<file path="config.mk">
export PLATFORM = sky130hd
export DESIGN_NAME = pvz_palette_lut
export DESIGN_NICKNAME = d
export VERILOG_FILES = /design/src/rtl/pvz_palette_lut.sv
export SDC_FILE = /design/constraint.sdc
export NUM_CORES = 1
export LEC_CHECK = 0
export BUFFER_PORTS_ARGS = -buffer_cell sky130_fd_sc_hd__buf_2
export CAP_MARGIN = 40
export CORE_ASPECT_RATIO = 0.8
export CORE_MARGIN = 10
export CORE_UTILIZATION = 45
export CTS_CLUSTER_SIZE = 16
export DETAILED_ROUTE_END_ITERATION = 10
export PLACE_DENSITY = 0.61
export SYNTH_ARGS = -nofsm -noshare
export SYNTH_HDL_FRONTEND = slang
export SYNTH_SLANG_ARGS = --single-unit
</file>
<file path="constraint.sdc">
create_clock -name Clk -period 3.8 [get_ports Clk]
set_input_delay 0.76 -clock Clk [delete_from_list [all_inputs] [get_ports Clk]]
set_output_delay 0.76 -clock Clk [all_outputs]
set_load 0.05 [all_outputs]
</file>
<file path="src/rtl/pvz_palette_lut.sv">
// Runtime-writable colour palette with transparency flag and frame-stepped fade to/from black.
// Latency 2 cycles, one pixel per cycle; no backpressure, the pipeline never stalls.
// Writes land at the edge they are strobed; a same-cycle read of that entry returns the old value.
module pvz_palette_lut #(
    parameter int INDEX_W   = 4,
    parameter int COLOR_W   = 4,
    parameter int LVL_W     = 4,
    parameter int TRANS_IDX = 0,
    parameter int TRANS_EN  = 1
) (
    input  logic                   Clk,
    input  logic                   Reset_n,
    input  logic                   pix_valid,
    input  logic [INDEX_W-1:0]     pix_index,
    input  logic                   wr_en,
    input  logic [INDEX_W-1:0]     wr_addr,
    input  logic [3*COLOR_W-1:0]   wr_data,
    input  logic                   frame_tick,
    input  logic                   fade_start,
    input  logic                   fade_dir,
    output logic [COLOR_W-1:0]     red,
    output logic [COLOR_W-1:0]     green,
    output logic [COLOR_W-1:0]     blue,
    output logic                   out_valid,
    output logic                   out_transparent,
    output logic                   fade_busy,
    output logic                   fade_done
);

    localparam int DEPTH  = 2**INDEX_W;
    localparam int RGB_W  = 3*COLOR_W;
    localparam int PROD_W = COLOR_W + LVL_W + 1;
    localparam int SH_DN  = (INDEX_W >= COLOR_W) ? (INDEX_W - COLOR_W) : 0;
    localparam int SH_UP  = (INDEX_W <  COLOR_W) ? (COLOR_W - INDEX_W) : 0;
    localparam logic [LVL_W:0] LVL_FULL = (LVL_W+1)'(2**LVL_W);
    localparam logic [LVL_W:0] LVL_ONE  = (LVL_W+1)'(1);

    typedef enum logic [1:0] {IDLE, FADE_OUT, FADE_IN} fade_state_t;

    function automatic logic [COLOR_W-1:0] grey(input int i);
        if (INDEX_W >= COLOR_W)
            return COLOR_W'(i >> SH_DN);
        else
            return COLOR_W'(i << SH_UP);
    endfunction

    // Full-width product keeps c exact at full level, so no saturation is required.
    function automatic logic [COLOR_W-1:0] scale(input logic [COLOR_W-1:0] c,
                                                 input logic [LVL_W:0]     lvl);
        logic [PROD_W-1:0] prod;
        prod = PROD_W'(c) * PROD_W'(lvl);
        return COLOR_W'(prod >> LVL_W);
    endfunction

    logic [RGB_W-1:0]   pal_q [DEPTH];
    logic               s1_vld_q;
    logic               s1_trans_q;
    logic [RGB_W-1:0]   s1_col_q;
    logic               s1_trans_d;

    logic [COLOR_W-1:0] red_q, green_q, blue_q;
    logic               out_vld_q, out_trans_q;

    fade_state_t        state_q;
    logic [LVL_W:0]     level_q;
    logic               busy_q, done_q;

    assign s1_trans_d = (TRANS_EN != 0) && (pix_index == INDEX_W'(TRANS_IDX));

    always_ff @(posedge Clk or negedge Reset_n) begin
        if (!Reset_n) begin
            for (int i = 0; i < DEPTH; i++)
                pal_q[i] <= {3{grey(i)}};
        end else if (wr_en) begin
            pal_q[wr_addr] <= wr_data;
        end
    end

    always_ff @(posedge Clk or negedge Reset_n) begin
        if (!Reset_n) begin
            s1_vld_q   <= 1'b0;
            s1_trans_q <= 1'b0;
            s1_col_q   <= '0;
        end else begin
            s1_vld_q   <= pix_valid;
            s1_trans_q <= s1_trans_d;
            s1_col_q   <= pal_q[pix_index];
        end
    end

    // Idle slots leave the last colour on the bus so the VGA mux sees a stable value.
    always_ff @(posedge Clk or negedge Reset_n) begin
        if (!Reset_n) begin
            red_q       <= '0;
            green_q     <= '0;
            blue_q      <= '0;
            out_vld_q   <= 1'b0;
            out_trans_q <= 1'b0;
        end else begin
            out_vld_q <= s1_vld_q;
            if (s1_vld_q) begin
                red_q       <= scale(s1_col_q[RGB_W-1 -: COLOR_W], level_q);
                green_q     <= scale(s1_col_q[2*COLOR_W-1 -: COLOR_W], level_q);
                blue_q      <= scale(s1_col_q[COLOR_W-1:0], level_q);
                out_trans_q <= s1_trans_q;
            end
        end
    end

    always_ff @(posedge Clk or negedge Reset_n) begin
        if (!Reset_n) begin
            state_q <= IDLE;
            level_q <= LVL_FULL;
            busy_q  <= 1'b0;
            done_q  <= 1'b0;
        end else begin
            done_q <= 1'b0;
            case (state_q)
                IDLE: begin
                    // A tick arriving with the start request is swallowed by the state entry.
                    if (fade_start) begin
                        busy_q <= 1'b1;
                        if (fade_dir) begin
                            state_q <= FADE_IN;
                            level_q <= '0;
                        end else begin
                            state_q <= FADE_OUT;
                        end
                    end
                end
                FADE_OUT: begin
                    if (frame_tick) begin
                        if (level_q <= LVL_ONE) begin
                            level_q <= '0;
                            state_q <= IDLE;
                            busy_q  <= 1'b0;
                            done_q  <= 1'b1;
                        end else begin
                            level_q <= level_q - LVL_ONE;
                        end
                    end
                end
                FADE_IN: begin
                    if (frame_tick) begin
                        if (level_q >= LVL_FULL - LVL_ONE) begin
                            level_q <= LVL_FULL;
                            state_q <= IDLE;
                            busy_q  <= 1'b0;
                            done_q  <= 1'b1;
                        end else begin
                            level_q <= level_q + LVL_ONE;
                        end
                    end
                end
                default: begin
                    state_q <= IDLE;
                    busy_q  <= 1'b0;
                end
            endcase
        end
    end

    assign red             = red_q;
    assign green           = green_q;
    assign blue            = blue_q;
    assign out_valid       = out_vld_q;
    assign out_transparent = out_trans_q;
    assign fade_busy       = busy_q;
    assign fade_done       = done_q;

endmodule

</file>
Word-level counts from Yosys, hierarchy flattened. Cells that the tools add are included.

Latch bits: 0. ROM bits: 0. Flip-flop bits (word level): 229. Memory bits (writable): 0. Memories kept: 0. Output and inout bits: 16. Bits of input ports: 27. Word-level logic and storage cells: 85.

Multiplexer cells: 31. $mul: 3. Reductions and logical operators: 6. Div/mod/pow operators: 0. Order comparisons: 5. Add/sub/neg operators: 2. Eq/ne operators: 8. Shift operators: 0. Bitwise operators: 2.

Operators by type and width (number): bitwise mux 192 bit (1); binary-select mux 12 bit (select 4 bit) (1); demux 12 bit (select 4 bit) (1); 2-to-1 mux 12 bit (3); 2-to-1 mux 5 bit (6); multiplier 4 x 5 -> 8 bit (3); case mux 5 bit (3 select lines) (1); 2-to-1 mux 2 bit (6); inequality test 2 bit, second input constant (6); >= comparator 5 bit, second input constant (2); inverter 4 -> 5 bit (2); AND reduction 5 bit (2); 2-to-1 mux 1 bit (9); case mux 2 bit (3 select lines) (1); adder 5 x 1 -> 5 bit, second input constant (1); >= comparator 5 x 4 -> 1 bit, second input constant (1); less-or-equal comparator 5 x 1 -> 1 bit, second input constant (1); less-than comparator 5 x 1 -> 1 bit, second input constant (1); subtractor 5 x 1 -> 5 bit, second input constant (1); zero test 4 bit (1); case mux 1 bit (3 select lines) (1); nonzero test 3 bit (1); == test 2 x 1 -> 1 bit, second input constant (1); == test 2 bit, second input constant (1); 3 further kinds (3).

Depth between registers and ports, before layout.
Depth after elaboration: 6. Mapped depth: 12. Depth with buffers taken out: 10.

Least setup slack after synthesis. Ideal clock, no wire load.

Kind: reg2reg. Start point: register level_q[1]. End point: register green_q[2], in the netlist green[2]. Arrival: 3144 ps. Cell stages (with the launch flop): 13. Buffers on the path: 2. Setup time: 120 ps. Path slack: 536 ps. Data required time: 3680 ps. Clock period less this slack: 3264 ps. Cell sequence: dfrtp_1 > buf_2 > clkbuf_1 > and2_1 > fa_1 > inv_1 > fa_1 > inv_1 > ha_1 > nand4_1 > o211ai_1 > or3_1 > a31o_2.

Cells in the longest elaborated chain, start to end: 1.

RTL lines: start: declaration (line 65) `logic [LVL_W:0] level_q;`; start signal: assignment (line 139) `level_q <= level_q - LVL_ONE;`; start signal: assignment (line 151) `level_q <= level_q + LVL_ONE;`; multiplier 4 x 5 -> 8 bit (line 51) `prod = PROD_W'(c) * PROD_W'(lvl);`; end signal: assignment (line 103) `green_q <= scale(s1_col_q[2*COLOR_W-1 -: COLOR_W], level_q);`; end: declaration (line 61) `logic [COLOR_W-1:0] red_q, green_q, blue_q;`.

Every way passes these cells. A chain may end at the register's enable or synchronous reset.

Final worst setup path.
Start point: register level_q[2]. End point: register green_q[2], in the netlist green[2].

The elaborated chain is that of the path after synthesis.

==> results.md <==
- Final nets: about 950
- Leakage: between 5 and 6 nW
- Final min period: around 3.3 ns
- Slew margin rel.: 0.451
- Setup Skew: ~0.015 ns
- Largest net degree at the start of global routing: slightly above 80
- Core footprint: between 20,000 and 30,000 µm²
- Port Buffers: 42
- Clock root buffer: clkbuf_16
- Setup TNS: 0 ns
- Dpl cells: 1,202
- Initial drt markers: 285
- Reg power frac: 0.436
- Top Ports: 43
- Starting Density: 0.463
- Avg Inst Size Synth: between 10 and 15 µm²
- CP arrival: between 3 and 4 ns
- Hold Crit Class: in2async
- First-pass GRT wire length: 40,000 µm
- CP required: 4.22 ns
- Startpoint types: flop
- Synthesized flop and latch total: approximately 230
- Final instance count without filler cells: around 1,200
- Overall die width: 201 µm
- CTS tree: yes
- Final setup vio count: 0
- H-tree depth: 1
- Synthesized Nets: 920
- Ranking of synthesized cells by area: dfrtp_1 (28%), dfstp_2 (22%), mux2_2 (18%)
- Drt drc: 0
- Pins Over Slew Limit: 0
- CP max FO: 21
- Synth warnings: 0
- Clock power share: 0.347
- Routed wire length: roughly 24,000 µm
- R2r endpoint: green[2]
- RSZ-0062 raised after global routing: false
- Grt ovf: 0
- Status: complete, no violations
- Std-Cell Rows: 52
- Internal power: slightly below 6 mW
- Comb power frac: 0.216
- Fraction of layout cells with a size suffix above 1: 0.515
- Achievable frequency: 305 MHz
- Routed Antenna Nets: 0
- Initial antenna violation count: 0
- Number of diodes: 0
- Vias: 6,771
- Final period utilization: 0.862
- Vias in the first global route: just over 7,000
- GRT busiest layer: met2
- Slew @ Worst Pin: 0.824 ns
- Post-synth cell types: 56
- Ys async rst share: 1.00
- Clock sink count: ~230
- CP Class: reg2reg
- Sw power: 2.17 mW
- Post-DR wirelength/cell: ~20 µm
- Hold-fix buffers, CTS: 0
- Worst R2R Start: level_q[2]
- Switch share: 0.272
- Die area: between 30,000 and 40,000 µm²
- Area Growth Syn to Fin: 12.8%
- Pwr Total: 7.98 mW
- Dominant synthesized flop cell: dfrtp_1
- Peak VDD IR: approximately 0.33 mV
- Vias per inst: roughly 5.4
- Number of post-CTS setup repair buffers: 0
- Final Hold Fails: 0
- Placed inst area: 12,400 µm²
- Critical Path End Type: flop
- MaxCap Viol Count: 0
- Clk buf depth: 3
- PostCTS Resize Cnt: 0
- Clk slew on worst S/H paths: around 0.070 ns
- Clk Latency, worst-skew pair: about 0.54 ns
- Synthesized cell area: between 10,000 and 15,000 µm²
- Met3 Resource Use GR: 0.0249
- DRT Pass-1 Iters: 4
- Fin util: 0.522
- Worst reg2reg setup slack: 0.52 ns
- Sequential area share after synthesis: 0.495
- Pwr/cell area: between 500 and 600 nW/µm²
- R2R cell count: 10
- Die Y: about 170 µm
- GR Util met1: 0.205
- Post-route cell area: between 10,000 and 15,000 µm²
- Fill cell count: 2,199
- CTS Buf Count: 25
- Gpl congestion: between 0.7 and 0.8
- Met2 usage: 0.244
- Hpwl dp: roughly 16,000 µm
- Post-synth top area cell: dfrtp_1
- Area share of the largest cell type after synthesis: 0.279
- GR Util All Layers: 0.149
- Mapped Cells: 844
- EDFF count, synth: 0
-- worst max-delay path, stage by stage, from the launching register on --
cell and delay [ns]:
dfrtp_1 0.60, and2_1 0.29, fa_1 0.50, inv_1 0.05, fa_1 0.52, inv_1 0.04, ha_1 0.35, nand4_1 0.11
o211ai_1 0.14, or3_1 0.33, a31o_2 0.24
-- layout make-up --
type,count,area (µm²),share of cell area
tap,351,439,0.0329
clock buffer,30,696,0.0521
timing repair buffer,64,400,0.0300
clock inverter,16,256,0.0192
multi-input combinational,536,5620,0.421
sequential,229,5850,0.438
inverter,22,82.6,0.00619
-- worst max-delay path by stage --
stage,from,slack (ns),to,cells after the start
2_1_floorplan,level_q[1],0.54,green[2],12
3_3_place_gp,level_q[2],0.56,green[2],10
3_5_place_dp,level_q[2],0.50,green[2],10
4_1_cts,level_q[2],0.50,green[2],10
5_1_grt,level_q[2],0.30,blue[2],9
6_report,level_q[2],0.52,green[2],10
-- flip-flops by register name, indices dropped and copies added, names as in the netlist --
name / flops
blue: 4
fade_busy: 1
fade_done: 1
green: 4
level_q: 5
out_transparent: 1
out_valid: 1
pal_q: 192
red: 4
s1_col_q: 12
s1_trans_q: 1
s1_vld_q: 1
state_q: 2
-- cell usage in the layout, fill, tap and decap left out, types with 5 or more instances in the layout --
cell / instances
fa_1: 15
bufinv_16: 6
dfstp_2: 97
dfrtp_1: 132
nand3b_1: 5
mux2i_1: 15
mux2_1: 10
inv_1: 22
nand2_1: 32
nand2b_1: 8
mux4_2: 48
buf_4: 22
nor2b_1: 16
clkinv_2: 5
a21oi_1: 18
or3_1: 6
clkbuf_16: 26
o21ai_0: 6
nand4_1: 13
xor2_1: 6
xnor2_1: 8
a211oi_1: 12
ha_1: 34
buf_2: 40
and2_1: 28
nand3_1: 8
mux2_2: 190
nor2_1: 14
-- per-stage QoR --
step / setup WS (ns) / hold WS [ns]
5_1_grt: 0.301 / 0.237
4_1_cts: 0.503 / 0.223
3_5_place_dp: 0.502 / 0.465
6_report: 0.524 / 0.208
3_3_place_gp: 0.559 / 0.463
2_1_floorplan: 0.536 / 0.454
-- cell usage after synthesis (all sizes together), types with 16 or more instances --
cell type    n
inv         22
clkbuf      27
dfrtp      132
mux4        48
and2        31
mux2       201
nand2       32
ha          34
buf         30
a21oi       18
nor2b       16
dfstp       97
-- kinds of logic (layout without fill, tap and decap cells) --
group / Yosys count / count (layout) / share of synthesized area
buffers and inverters: 79 / 132 / 0.0305
multiplexers: 264 / 264 / 0.296
AO/OA/AOI/OAI: 66 / 66 / 0.0402
flip-flops: 229 / 229 / 0.495
XOR/XNOR: 14 / 14 / 0.0104
adder cells (fa/ha/maj): 49 / 49 / 0.0613
AND/OR/NAND/NOR: 143 / 143 / 0.0675
-- routing by layer --
layer,part of all wire,up-vias
li1,-,3137
met1,0.50,3535
met2,0.46,72
met3,0.030,27
met4,0.014,0
met5,0,-
-- power by group through the flow --
stage / combinational (mW) / clock (mW) / sequential [mW]
after global routing: 1.91 / 2.93 / 3.56
after detailed placement: 1.74 / 0 / 3.52
after floorplan: 1.31 / 0 / 3.51
final: 1.73 / 2.77 / 3.48
after CTS: 1.75 / 2.84 / 3.48
after global placement: 1.71 / 0 / 3.51
Power figures use the tool's default switching activity.
